**config.mk**
```make
export PLATFORM = sky130hd
export DESIGN_NAME = ifetch_unit_flat
export DESIGN_NICKNAME = d
export VERILOG_FILES = /design/src/rtl/ifetch_unit_if.sv /design/src/rtl/ifetch_unit.sv /design/src/flat_wrapper.sv
export SDC_FILE = /design/constraint.sdc
export NUM_CORES = 1
export LEC_CHECK = 0
export BUFFER_PORTS_ARGS = -buffer_cell sky130_fd_sc_hd__buf_4
export CORE_ASPECT_RATIO = 0.7
export CORE_MARGIN = 8
export CORE_UTILIZATION = 54
export DETAILED_ROUTE_END_ITERATION = 10
export MAX_ROUTING_LAYER = met4
export PLACE_DENSITY = 0.79
export SYNTH_ARGS = -nofsm -noshare
export SYNTH_HDL_FRONTEND = slang
export SYNTH_SLANG_ARGS = --single-unit
```
**constraint.sdc**
```tcl
create_clock -name CLK -period 5.3 [get_ports CLK]
set_clock_uncertainty 0.05 [all_clocks]
set_input_delay 0.265 -clock CLK [delete_from_list [all_inputs] [get_ports CLK]]
set_output_delay 0.265 -clock CLK [all_outputs]
set_load 0.05 [all_outputs]
```
**src/rtl/ifetch_unit_if.sv**
```systemverilog
// rtl/ifetch_unit_if.sv - fetch unit bus bundle: instruction memory, redirect and decode handshake
//
// Purpose: groups every non-clock/reset signal of ifetch_unit.
// Signals:
//   imem_req/imem_addr     fetch unit -> instruction memory read request, word address
//   imem_rdata             instruction memory -> fetch unit, data one cycle after request
//   redirect_valid/_pc     control flow -> fetch unit, flush and refetch at target
//   inst_valid/inst/pc     fetch unit -> decode, buffer head
//   inst_ready             decode -> fetch unit, head accepted
// Modports: master = fetch unit side, slave = environment side.
interface ifetch_unit_if;
  logic        imem_req;
  logic [31:0] imem_addr;
  logic [31:0] imem_rdata;
  logic        redirect_valid;
  logic [31:0] redirect_pc;
  logic        inst_valid;
  logic [31:0] inst;
  logic [31:0] pc;
  logic        inst_ready;

  modport master (
    output imem_req, imem_addr, inst_valid, inst, pc,
    input  imem_rdata, redirect_valid, redirect_pc, inst_ready
  );

  modport slave (
    input  imem_req, imem_addr, inst_valid, inst, pc,
    output imem_rdata, redirect_valid, redirect_pc, inst_ready
  );
endinterface

```
**src/rtl/ifetch_unit.sv**
```systemverilog
// rtl/ifetch_unit.sv - instruction fetch unit with credit-limited prefetch buffer and redirect flush
//
// Purpose: issues sequential word reads to a one-cycle-latency instruction
// memory, buffers returned words with their addresses, presents the head to
// decode, and flushes/refetches on a redirect.
// Ports:
//   CLK    rising-edge clock
//   reset  synchronous active-low reset
//   bus    ifetch_unit_if.master (imem_*, redirect_*, inst_valid/inst/pc, inst_ready)
// Parameters: RESET_PC first fetch address, FIFO_DEPTH buffer entries (2 or 4).
module ifetch_unit #(
  parameter logic [31:0] RESET_PC   = 32'h0000_0000,
  parameter int          FIFO_DEPTH = 2
) (
  input  logic          CLK,
  input  logic          reset,
  ifetch_unit_if.master bus
);
  localparam int           PW      = $clog2(FIFO_DEPTH);
  localparam int           CW      = PW + 1;
  localparam logic [CW:0]  DEPTH_C = (CW+1)'(FIFO_DEPTH);

  logic [31:0]   fetch_pc_q, fetch_pc_d;
  logic          epoch_q, epoch_d;
  logic          infl_valid_q, infl_valid_d;
  logic [31:0]   infl_pc_q, infl_pc_d;
  logic          infl_epoch_q, infl_epoch_d;
  logic [PW-1:0] rd_ptr_q, rd_ptr_d;
  logic [PW-1:0] wr_ptr_q, wr_ptr_d;
  logic [CW-1:0] count_q, count_d;
  logic [31:0]   fifo_pc_q   [FIFO_DEPTH];
  logic [31:0]   fifo_inst_q [FIFO_DEPTH];

  logic          empty, pop, push, req;
  logic [CW:0]   cnt_after_pop, credit_sum;

  always_comb begin
    empty         = (count_q == '0);
    pop           = !empty && bus.inst_ready;
    // A head leaving this cycle frees its slot for the request issued now,
    // which is what lets a full-rate stream keep one request in flight.
    cnt_after_pop = (CW+1)'(count_q) - (CW+1)'(pop);
    credit_sum    = cnt_after_pop + (CW+1)'(infl_valid_q);
    req           = reset && !bus.redirect_valid && (credit_sum < DEPTH_C);
    // Responses tagged with an old epoch, or landing on a redirect edge, are dropped.
    push          = infl_valid_q && (infl_epoch_q == epoch_q) && !bus.redirect_valid;

    fetch_pc_d   = fetch_pc_q;
    epoch_d      = epoch_q;
    infl_valid_d = req;
    infl_pc_d    = fetch_pc_q;
    infl_epoch_d = epoch_q;
    rd_ptr_d     = rd_ptr_q;
    wr_ptr_d     = wr_ptr_q;
    count_d      = count_q + CW'(push) - CW'(pop);

    if (req)  fetch_pc_d = fetch_pc_q + 32'd4;
    if (pop)  rd_ptr_d   = rd_ptr_q + 1'b1;
    if (push) wr_ptr_d   = wr_ptr_q + 1'b1;

    if (bus.redirect_valid) begin
      fetch_pc_d   = bus.redirect_pc & 32'hFFFF_FFFC;
      epoch_d      = ~epoch_q;
      infl_valid_d = 1'b0;
      rd_ptr_d     = '0;
      wr_ptr_d     = '0;
      count_d      = '0;
    end
  end

  always_ff @(posedge CLK) begin
    if (!reset) begin
      fetch_pc_q   <= RESET_PC;
      epoch_q      <= 1'b0;
      infl_valid_q <= 1'b0;
      infl_pc_q    <= 32'h0;
      infl_epoch_q <= 1'b0;
      rd_ptr_q     <= '0;
      wr_ptr_q     <= '0;
      count_q      <= '0;
    end else begin
      fetch_pc_q   <= fetch_pc_d;
      epoch_q      <= epoch_d;
      infl_valid_q <= infl_valid_d;
      infl_pc_q    <= infl_pc_d;
      infl_epoch_q <= infl_epoch_d;
      rd_ptr_q     <= rd_ptr_d;
      wr_ptr_q     <= wr_ptr_d;
      count_q      <= count_d;
    end
  end

  // Entry storage needs no reset: occupancy alone decides what is visible.
  always_ff @(posedge CLK) begin
    if (reset && push) begin
      fifo_pc_q[wr_ptr_q]   <= infl_pc_q;
      fifo_inst_q[wr_ptr_q] <= bus.imem_rdata;
    end
  end

  always_ff @(posedge CLK) begin
    if (reset && push) begin
      assert (cnt_after_pop < DEPTH_C);
    end
  end

  assign bus.imem_req   = req;
  assign bus.imem_addr  = fetch_pc_q;
  assign bus.inst_valid = !empty;
  assign bus.inst       = empty ? 32'h0 : fifo_inst_q[rd_ptr_q];
  assign bus.pc         = empty ? 32'h0 : fifo_pc_q[rd_ptr_q];
endmodule
```
**src/flat_wrapper.sv**
```systemverilog
// flat-port wrapper written by rule: the top's interface ports become plain ports
module ifetch_unit_flat 
#(
  parameter logic [31:0] RESET_PC   = 32'h0000_0000,
  parameter int          FIFO_DEPTH = 2
)
  (CLK, reset, bus_imem_req, bus_imem_addr, bus_inst_valid, bus_inst, bus_pc, bus_imem_rdata, bus_redirect_valid, bus_redirect_pc, bus_inst_ready);
  ifetch_unit_if bus_i ();
  input  logic CLK;
  input  logic reset;
  output wire logic [$bits(bus_i.imem_req)-1:0] bus_imem_req;
  output wire logic [$bits(bus_i.imem_addr)-1:0] bus_imem_addr;
  output wire logic [$bits(bus_i.inst_valid)-1:0] bus_inst_valid;
  output wire logic [$bits(bus_i.inst)-1:0] bus_inst;
  output wire logic [$bits(bus_i.pc)-1:0] bus_pc;
  input wire logic [$bits(bus_i.imem_rdata)-1:0] bus_imem_rdata;
  input wire logic [$bits(bus_i.redirect_valid)-1:0] bus_redirect_valid;
  input wire logic [$bits(bus_i.redirect_pc)-1:0] bus_redirect_pc;
  input wire logic [$bits(bus_i.inst_ready)-1:0] bus_inst_ready;
  assign bus_imem_req = bus_i.imem_req;
  assign bus_imem_addr = bus_i.imem_addr;
  assign bus_inst_valid = bus_i.inst_valid;
  assign bus_inst = bus_i.inst;
  assign bus_pc = bus_i.pc;
  assign bus_i.imem_rdata = bus_imem_rdata;
  assign bus_i.redirect_valid = bus_redirect_valid;
  assign bus_i.redirect_pc = bus_redirect_pc;
  assign bus_i.inst_ready = bus_inst_ready;
  ifetch_unit #(.RESET_PC(RESET_PC), .FIFO_DEPTH(FIFO_DEPTH)) u_core (.CLK(CLK), .reset(reset), .bus(bus_i));
endmodule
```
==> results of run 1 <==
## registers in the layout, summed over array words and instances, names as in the netlist, 2 cells and up, named ones only
signal	count
u_core.fifo_inst_q	64
u_core.bus.imem_addr	30
u_core.count_q	2
u_core.infl_pc_q	30
u_core.fifo_pc_q	60
## how the worst min path moves through the flow
stage / endpoint / depth (start not counted) / slack [ns] / startpoint
after global routing: u_core.bus.imem_addr[20] / 3 / 0.04 / bus_redirect_pc[20]
after CTS: u_core.bus.imem_addr[16] / 3 / 0.04 / bus_redirect_pc[16]
after detailed placement: u_core.fifo_pc_q[0][23] / 0 / 0.36 / u_core.infl_pc_q[23]
final: u_core.bus.imem_addr[16] / 3 / 0.05 / bus_redirect_pc[16]
after global placement: u_core.fifo_pc_q[0][9] / 0 / 0.36 / u_core.infl_pc_q[9]
after floorplan: u_core.fifo_inst_q[0][0] / 0 / 0.31 / bus_imem_rdata[0]
## kinds of logic after synthesis
kind of cell	after synthesis	synth area share, %
xor gates and xnor gates	12	1.38
other	1	0.0493
buffers and inverters	52	2.81
muxes	65	8.60
adders and majority gates	5	0.921
AOI/OAI and AO/OA	71	5.95
and+or+nand+nor	212	13.5
DFF	192	66.8
## metal layers
metal	GRT usage, %	wire (um)	vias up
met3	5.11	1590	21
li1	-	-	2548
met2	32.0	8520	238
met5	-	0	-
met1	26.7	8080	2575
met4	5.82	185	0
## layout make-up
class                           count  area [um^2]
Inverter                           13         48.8
Clock inverter                     13          235
Tap cell                          190          238
Multi-Input combinational cell    369         2340
Timing Repair Buffer              195         1540
Sequential cell                   192         5090
Clock buffer                       18          429
Fill cell                         928         3910
## power groups by stage
| stage | sequential [mW] | combinational (mW) | clock (mW) |
|---|---|---|---|
| 3_3_place_gp | 1.69 | 0.294 | 0 |
| 5_1_grt | 1.67 | 0.340 | 1.51 |
| 2_1_floorplan | 1.74 | 0.142 | 0 |
| 6_report | 1.66 | 0.321 | 1.43 |
| 4_1_cts | 1.66 | 0.321 | 1.45 |
| 3_5_place_dp | 1.70 | 0.299 | 0 |
## through the flow
step | total power, mW | hold WS [ns] | util (%) | setup WS [ns]
after detailed placement | 2.00 | 0.362 | 64.6 | 1.73
after global routing | 3.51 | 0.0433 | 71.7 | 1.43
after global placement | 1.99 | 0.356 | 64.6 | 1.87
after floorplan | 1.88 | 0.314 | - | 1.29
final | 3.41 | 0.0532 | 71.7 | 1.54
after CTS | 3.43 | 0.0365 | 71.7 | 1.58
## cells in the final DEF, fill, tap and decap left out, types with 9 or more instances in the layout
master	Yosys	final
dlygate4sd3_1	0	32
nand2_1	34	34
mux2i_1	62	62
nand3_1	14	14
inv_1	13	13
o21ai_0	9	9
edfxtp_1	124	124
a21oi_1	23	23
nor2_1	87	85
xnor2_1	9	9
clkbuf_16	0	17
buf_4	4	163
and2_1	34	34
dfxtp_1	68	67
nand4_1	9	9
## worst max-delay path: cells and delay by family (launching register included)
family / cells / cell delay, ns
DFF: 1 / 0.40
adders and majority gates: 2 / 0.67
and+or+nand+nor: 4 / 0.62
xor gates and xnor gates: 1 / 0.39
buffers and inverters: 3 / 0.93
==> impl_metrics.py, run 1 <==
metrics = {
    "status": {
        "run_status": "finished clean",
    },
    "job": {
        "max-cap-violations": 0,
    },
    "power": {
        "switching_power_mw": 0.783,
        "powerDensity_mw_per_mm2": 344,
        "p_clk_share_pct": 41.8,
        "swShare_pct": 22.9,
        "internal_power_mw": 2.63,
        "power.leakage_nw": 3.65,
        "power.share.combinational_pct": 9.4,
        "sequentialPowerShare_pct": 48.7,
        "ir_worst_vdd_uv": 214,
    },
    "timing": {
        "finalSetupTns_ns": 0,
        "slew_violations": 0,
        "worst_pin_slew_ns": 1.21,
        "rsz0062_at_grt": "no",
        "slew_headroom_pct": 19.2,
        "hold_viol": 0,
        "fin_crit_sh_pct": 71.0,
        "max_freq_ghz": 0.266,
        "min_period_ns": 3.76,
        "setup_viol_count_final": 0,
    },
    "critical_path": {
        "crit_fanout": 22,
        "cp-end-kind": "output pin",
        "reg2reg_setup_slack_ns": 1.65,
        "path_cells": "nor2_4 -> inv_1 -> and2_1 -> ha_1 -> nand2b_1 -> fa_1 -> xnor2_1 -> nand2_1 -> inv_1 -> buf_4",
        "r2r_cells": 12,
        "r2r-end": "u_core.bus.imem_addr[22]",
        "crit_slowest_cell": "inv_1",
        "slowest_delay_ns": 0.56,
        "cp.required_ns": 4.99,
        "cp-endpoint": "bus_imem_req",
        "cp-start-kind": "flip-flop",
        "cpMostUsedCell": "inv_1",
        "critPathArrivalTime_ns": 3.45,
        "worst-setup-path-type": "reg2out",
        "r2r_start": "u_core.count_q[1]",
        "setup.worst_path.start": "u_core.count_q[1]",
    },
    "floorplan": {
        "die_h_um": 115,
        "initial_utilization_pct": 55.0,
        "rows": 36,
        "die_w_um": 158,
        "io_pins": 166,
        "fp.coreArea_mm2": 0.0138,
        "die_area_mm2": 0.0182,
    },
    "route": {
        "ant_nets": 0,
        "wl_per_cell_um": 18.6,
        "via_per_inst": 5.44,
        "route.detailed.drc": 0,
        "dr.pass1.iters": 5,
        "drt-initial-drc-count": 398,
        "vias": 5382,
        "wl_mm": 18.4,
    },
    "placed_design": {
        "dp_hpwl_mm": 11.8,
        "port_buffers": 159,
        "place_inst": 927,
        "place_area_mm2": 0.00894,
        "place_congestion": 0.898,
    },
    "cts": {
        "cts_buffer_depth": 2,
        "htree_num_levels": 4,
        "ctsHoldBuffers": 32,
        "clock_sinks": 192,
        "cts_root_buffer": "clkbuf_16",
        "cts_tree": "built",
        "post_cts_buffers": 0,
        "clk_latency_ns": 0.42,
        "ctsResizeCount": 0,
        "path_clk_slew_ns": 0.07,
        "cts_buffers": 17,
    },
    "cells_and_area": {
        "diodes": 0,
        "area.growth.synth_to_final_pct": 30.4,
        "stdcell_area_mm2": 0.00992,
        "layout-drive-gt1-share_pct": 25.3,
        "final_cells": 990,
        "final_nets": 861,
    },
    "synthesis": {
        "synth_edf_count": 124,
        "synth_area_mm2": 0.00761,
        "post_synth.cell_area_avg_um2": 12.5,
        "synth_area_leaders": "edfxtp_1 (49%), dfxtp_1 (18%), mux2i_1 (8.2%), nor2_1 (4.3%), and2_1 (2.8%)",
        "yosysMostFrequentCell": "edfxtp_1",
        "synthCells": 610,
        "synth-seq-cells": 192,
        "async_flop_share_pct": 0,
        "synthDistinctLibCells": 47,
        "ys.flop_type": "edfxtp_1",
        "ys_warn_count": 0,
        "seq_area_frac_synth_pct": 66.8,
        "yosysTopAreaCell": "edfxtp_1",
        "synth_top_area_share_pct": 48.9,
        "yosys-top-cells-count": "edfxtp_1 (124), nor2_1 (87), dfxtp_1 (68)",
    },
    "grt": {
        "grt_antenna_before_repair": 0,
        "track_usage_pct": 20.7,
        "grt_pass1_vias": 5563,
        "grt_max_degree": 63,
        "grt_pass1_wl_mm": 28.3,
        "overflow": 0,
    },
    "worst_hold_path": {
        "hold_class": "in2reg",
    },
}
No activity file was read; power rests on OpenSTA's default activity.
==> inputs of run 2 (changes only) <==
clock period = 3.8 ns   (was 5.3 ns; I/O delays follow)
==> run 2 against run 1 <==
Worst setup slack worse by 1.2 ns. Die area unchanged. Via count up 1.7%. Cell count up 1.8%.
==> impl_metrics.py, run 2 (synthesis results as in run 1) <==
metrics = {
    "status": {
        "run_status": "finished clean",
    },
    "cts": {
        "htree_num_levels": 4,
        "cts_root_buffer": "clkbuf_16",
        "ctsResizeCount": 0,
        "path_clk_slew_ns": 0.06,
        "clk_latency_ns": 0.42,
        "cts_tree": "built",
        "post_cts_buffers": 0,
        "cts_buffers": 17,
        "cts_buffer_depth": 2,
        "clock_sinks": 192,
    },
    "placed_design": {
        "pre_cts_ws_ns": 0.474,
        "dp_hpwl_mm": 11.7,
        "place_congestion": 0.868,
        "port_buffers": 159,
    },
    "floorplan": {
        "initial_utilization_pct": 55.0,
        "io_pins": 166,
        "die_area_mm2": 0.0182,
        "rows": 36,
        "die_w_um": 158,
        "die_h_um": 115,
        "fp.coreArea_mm2": 0.0138,
    },
    "cells_and_area": {
        "layout-drive-gt1-share_pct": 24.7,
        "final_cell_mix": "buf_4 (164), edfxtp_1 (124), nor2_1 (85)",
        "layout_commonest_cell": "buf_4",
        "largest_register_ffs": 64,
        "diodes": 0,
        "final_nets": 878,
        "reg.largest.list": "u_core.fifo_inst_q: 64 flops, u_core.fifo_pc_q: 60 flops",
        "area.growth.synth_to_final_pct": 31.5,
        "regMostFlops": "u_core.fifo_inst_q",
    },
    "route": {
        "via_per_inst": 5.43,
        "route.detailed.drc": 0,
        "wl_per_cell_um": 18.2,
        "dr.pass1.iters": 5,
        "wl_mm": 18.3,
        "drt-initial-drc-count": 460,
        "vias": 5473,
        "ant_nets": 0,
    },
    "grt": {
        "overflow": 0,
        "grt_antenna_before_repair": 0,
        "track_usage_pct": 20.6,
        "grt_pass1_vias": 5457,
        "grt_max_degree": 63,
        "grt_pass1_wl_mm": 28.0,
    },
    "critical_path": {
        "crit_fanout": 16,
        "worst-setup-path-type": "reg2out",
        "critPathArrivalTime_ns": 3.24,
        "cp.required_ns": 3.56,
        "cp-start-kind": "flip-flop",
        "cp-end-kind": "output pin",
    },
    "power": {
        "ir_worst_vdd_uv": 371,
        "powerDensity_mw_per_mm2": 450,
        "power.leakage_nw": 3.69,
    },
    "timing": {
        "finalSetupTns_ns": 0,
        "setup_viol_count_final": 0,
        "fin_crit_sh_pct": 91.5,
        "slew_headroom_pct": 26.3,
        "slew_violations": 0,
        "rsz0062_at_grt": "no",
        "hold_viol": 0,
        "setup_slack_ns": 0.324,
        "worst_pin_slew_ns": 1.10,
        "min_period_ns": 3.48,
        "max_freq_ghz": 0.288,
    },
    "job": {
        "max-cap-violations": 0,
    },
    "worst_hold_path": {
        "hold_class": "in2reg",
    },
}
## run 2: cell count changes in the layout (fill, tap and decap cells not counted)
cell,previous run,this run
buf_12,0,1
buf_4,163,164
bufinv_16,6,2
clkinv_1,0,3
clkinv_2,1,2
clkinv_4,3,5
clkinvlp_4,2,1
dlygate4sd3_1,32,47
## run 2: worst paths after layout
check        cells past startpoint                 start                       end  slack [ns]
max reg2reg                     11     u_core.count_q[1]  u_core.bus.imem_addr[18]        0.36
max                             11     u_core.count_q[1]              bus_imem_req        0.32
min reg2reg                      0  u_core.infl_pc_q[22]   u_core.fifo_pc_q[0][22]        0.38
min                              3    bus_redirect_pc[8]   u_core.bus.imem_addr[8]        0.02
## run 2: where the power goes
part,switching (mW),total (mW),internal [mW]
Combinational,0.285,0.464,0.179
Clock,0.749,1.72,0.967
Sequential,0.0535,2.32,2.27
Total,1.09,4.50,3.41
## run 2: layout make-up
cell class | count | area [um^2]
sequential | 192 | 5090
timing repair buffer | 212 | 1720
fill | 960 | 3820
clock inverter | 14 | 141
multi-input combinational | 369 | 2340
inverter | 13 | 48.8
clock buffer | 18 | 429
tap | 190 | 238
## run 2: routing by layer
metal  track usage [%]  part of all wire [%]  vias to the layer above
met5                 -                     0                        -
met4              5.12                  0.71                        0
met3              5.90                   9.8                       12
met2              33.3                    48                      278
met1              25.1                    42                     2597
li1                  -                     -                     2586
## run 2: critical path, stage by stage, from the launching register on
cell	delay, ns
dfxtp_1	0.39
nor2_4	0.13
inv_1	0.05
and2_1	0.19
ha_1	0.29
nand2b_1	0.16
fa_1	0.41
xnor2_1	0.33
nand2_1	0.14
inv_1	0.22
buf_4	0.27
buf_4	0.23
## run 2: what timing repair did
item | in CTS | in global routing
endpoints found under the hold margin | 79 | 0
endpoints found under the setup margin | 0 | 0
hold buffers | 47 | 0
## run 2: metrics by stage
| step | instances | total power, mW | utilization, % | hold WS, ns | instance area [um^2] |
|---|---|---|---|---|---|
| after floorplan | 613 | 2.62 | - | 0.239 | 7620 |
| after global placement | 929 | 2.77 | 64.8 | 0.325 | 8960 |
| after detailed placement | 929 | 2.79 | 64.8 | 0.329 | 8960 |
| after CTS | 1008 | 4.53 | 72.3 | 0.00243 | 10000 |
| after global routing | 1008 | 4.64 | 72.3 | 0.00651 | 10000 |
| final | 1008 | 4.50 | 72.3 | 0.0179 | 10000 |
==> inputs of run 3 (changes only) <==
PLACE_DENSITY = 0.84   (was 0.79)
SLEW_MARGIN = 25   (was default)
==> run 3 against run 2 <==
Combinational power is 2% higher. Register-to-register slack gained 0.07 ns. Highest routed layer unchanged. Worst setup slack better by 0.096 ns. Die area is the same. Critical endpoint unchanged.
==> impl_metrics.py, run 3 (synthesis results as in run 1) <==
metrics = {
    "route": {
        "route.detailed.drc": 0,
        "via_per_inst": 5.52,
        "drt-initial-drc-count": 407,
        "wl_per_cell_um": 19.0,
        "ant_nets": 0,
        "vias": 5584,
        "wl_mm": 19.2,
        "dr.pass1.iters": 5,
    },
    "timing": {
        "slew_violations": 0,
        "worst_pin_slew_ns": 0.998,
        "min_period_ns": 3.38,
        "max_freq_ghz": 0.296,
        "slew_headroom_pct": 33.4,
        "fin_crit_sh_pct": 88.9,
        "finalSetupTns_ns": 0,
        "setup_viol_count_final": 0,
        "setup_slack_ns": 0.420,
        "rsz0062_at_grt": "no",
        "hold_viol": 0,
    },
    "critical_path": {
        "worst-setup-path-type": "reg2out",
        "cp-end-kind": "output pin",
        "crit_fanout": 18,
        "reg2reg_setup_slack_ns": 0.43,
        "cp-start-kind": "flip-flop",
        "r2r_start": "u_core.count_q[1]",
        "critPathArrivalTime_ns": 3.14,
        "setup.worst_path.start": "u_core.count_q[1]",
        "cp.required_ns": 3.56,
    },
    "floorplan": {
        "die_area_mm2": 0.0182,
        "die_h_um": 115,
        "rows": 36,
        "die_w_um": 158,
        "initial_utilization_pct": 55.0,
        "fp.coreArea_mm2": 0.0138,
        "io_pins": 166,
    },
    "cells_and_area": {
        "area.growth.synth_to_final_pct": 31.7,
        "layout-drive-gt1-share_pct": 24.7,
        "diodes": 0,
        "largest_register_ffs": 64,
        "layout_commonest_cell": "buf_4",
        "final_cell_mix": "buf_4 (164), edfxtp_1 (124), nor2_1 (85)",
        "regMostFlops": "u_core.fifo_inst_q",
        "reg.largest.list": "u_core.fifo_inst_q: 64 flops, u_core.fifo_pc_q: 60 flops",
        "postLayoutCoreUtil_pct": 72.5,
        "final_nets": 881,
    },
    "grt": {
        "overflow": 0,
        "track_usage_pct": 21.8,
        "grt_max_degree": 63,
        "grt_pass1_wl_mm": 29.8,
        "grt_pass1_vias": 5792,
        "grt_antenna_before_repair": 0,
    },
    "placed_design": {
        "port_buffers": 159,
        "pre_cts_ws_ns": 0.456,
        "dp_hpwl_mm": 12.1,
        "place_congestion": 0.872,
    },
    "job": {
        "max-cap-violations": 0,
    },
    "power": {
        "power.leakage_nw": 3.69,
        "ir_worst_vdd_uv": 333,
        "powerDensity_mw_per_mm2": 445,
    },
    "cts": {
        "path_clk_slew_ns": 0.07,
        "cts_root_buffer": "clkbuf_16",
        "cts_buffers": 17,
        "clk_latency_ns": 0.42,
        "cts_tree": "built",
        "cts_buffer_depth": 2,
        "clock_sinks": 192,
        "htree_num_levels": 4,
        "ctsResizeCount": 0,
    },
    "worst_hold_path": {
        "min_from": "bus_redirect_pc[7]",
        "hold_class": "in2reg",
    },
    "status": {
        "run_status": "finished clean",
    },
}
run 3: worst paths after layout:
path | to | depth (start not counted)
max | bus_imem_req | 11
min reg2reg | u_core.fifo_pc_q[1][7] | 0
max reg2reg | u_core.bus.imem_addr[18] | 11
min | u_core.bus.imem_addr[7] | 3
run 3: through the flow:
| stage | instances | cell area (um^2) | hold WS [ns] | total power [mW] |
|---|---|---|---|---|
| after floorplan | 613 | 7620 | 0.239 | 2.62 |
| after CTS | 1010 | 10000 | 0.000879 | 4.47 |
| after global routing | 1011 | 10000 | 0.00572 | 4.60 |
| after global placement | 929 | 8960 | 0.325 | 2.77 |
| after detailed placement | 929 | 8960 | 0.327 | 2.79 |
| final | 1011 | 10000 | 0.0178 | 4.46 |
run 3: timing repair:
item,4_1_cts,5_1_grt
endpoints found under the hold margin,81,0
hold buffers,49,0
setup buffers,0,0
run 3: worst max-delay path: stages, from the launching register on:
cell and delay [ns]:
dfxtp_1 0.39, nor2_4 0.14, inv_1 0.05, and2_1 0.20, ha_1 0.30, nand2b_1 0.15, fa_1 0.38, xnor2_1 0.29
nand2_1 0.13, inv_1 0.16, buf_4 0.27, buf_4 0.24
run 3: layout make-up:
| class | instances | area (um^2) |
|---|---|---|
| Inverter | 13 | 48.8 |
| Multi-Input combinational cell | 369 | 2340 |
| Timing Repair Buffer | 215 | 1760 |
| Clock inverter | 13 | 115 |
| Sequential cell | 192 | 5090 |
| Clock buffer | 19 | 433 |
| Tap cell | 190 | 238 |
| Fill cell | 898 | 3810 |
run 3: where the power goes:
group,switching (mW),internal (mW)
logic,0.290,0.181
clock network,0.760,0.904
registers,0.0517,2.27
total,1.10,3.35
run 3: metal layers:
| metal | part of all wire (%) | GRT usage [%] |
|---|---|---|
| met5 | 0 | - |
| met4 | 1.2 | 5.63 |
| met3 | 9.4 | 6.35 |
| met2 | 46 | 33.7 |
| met1 | 44 | 27.8 |
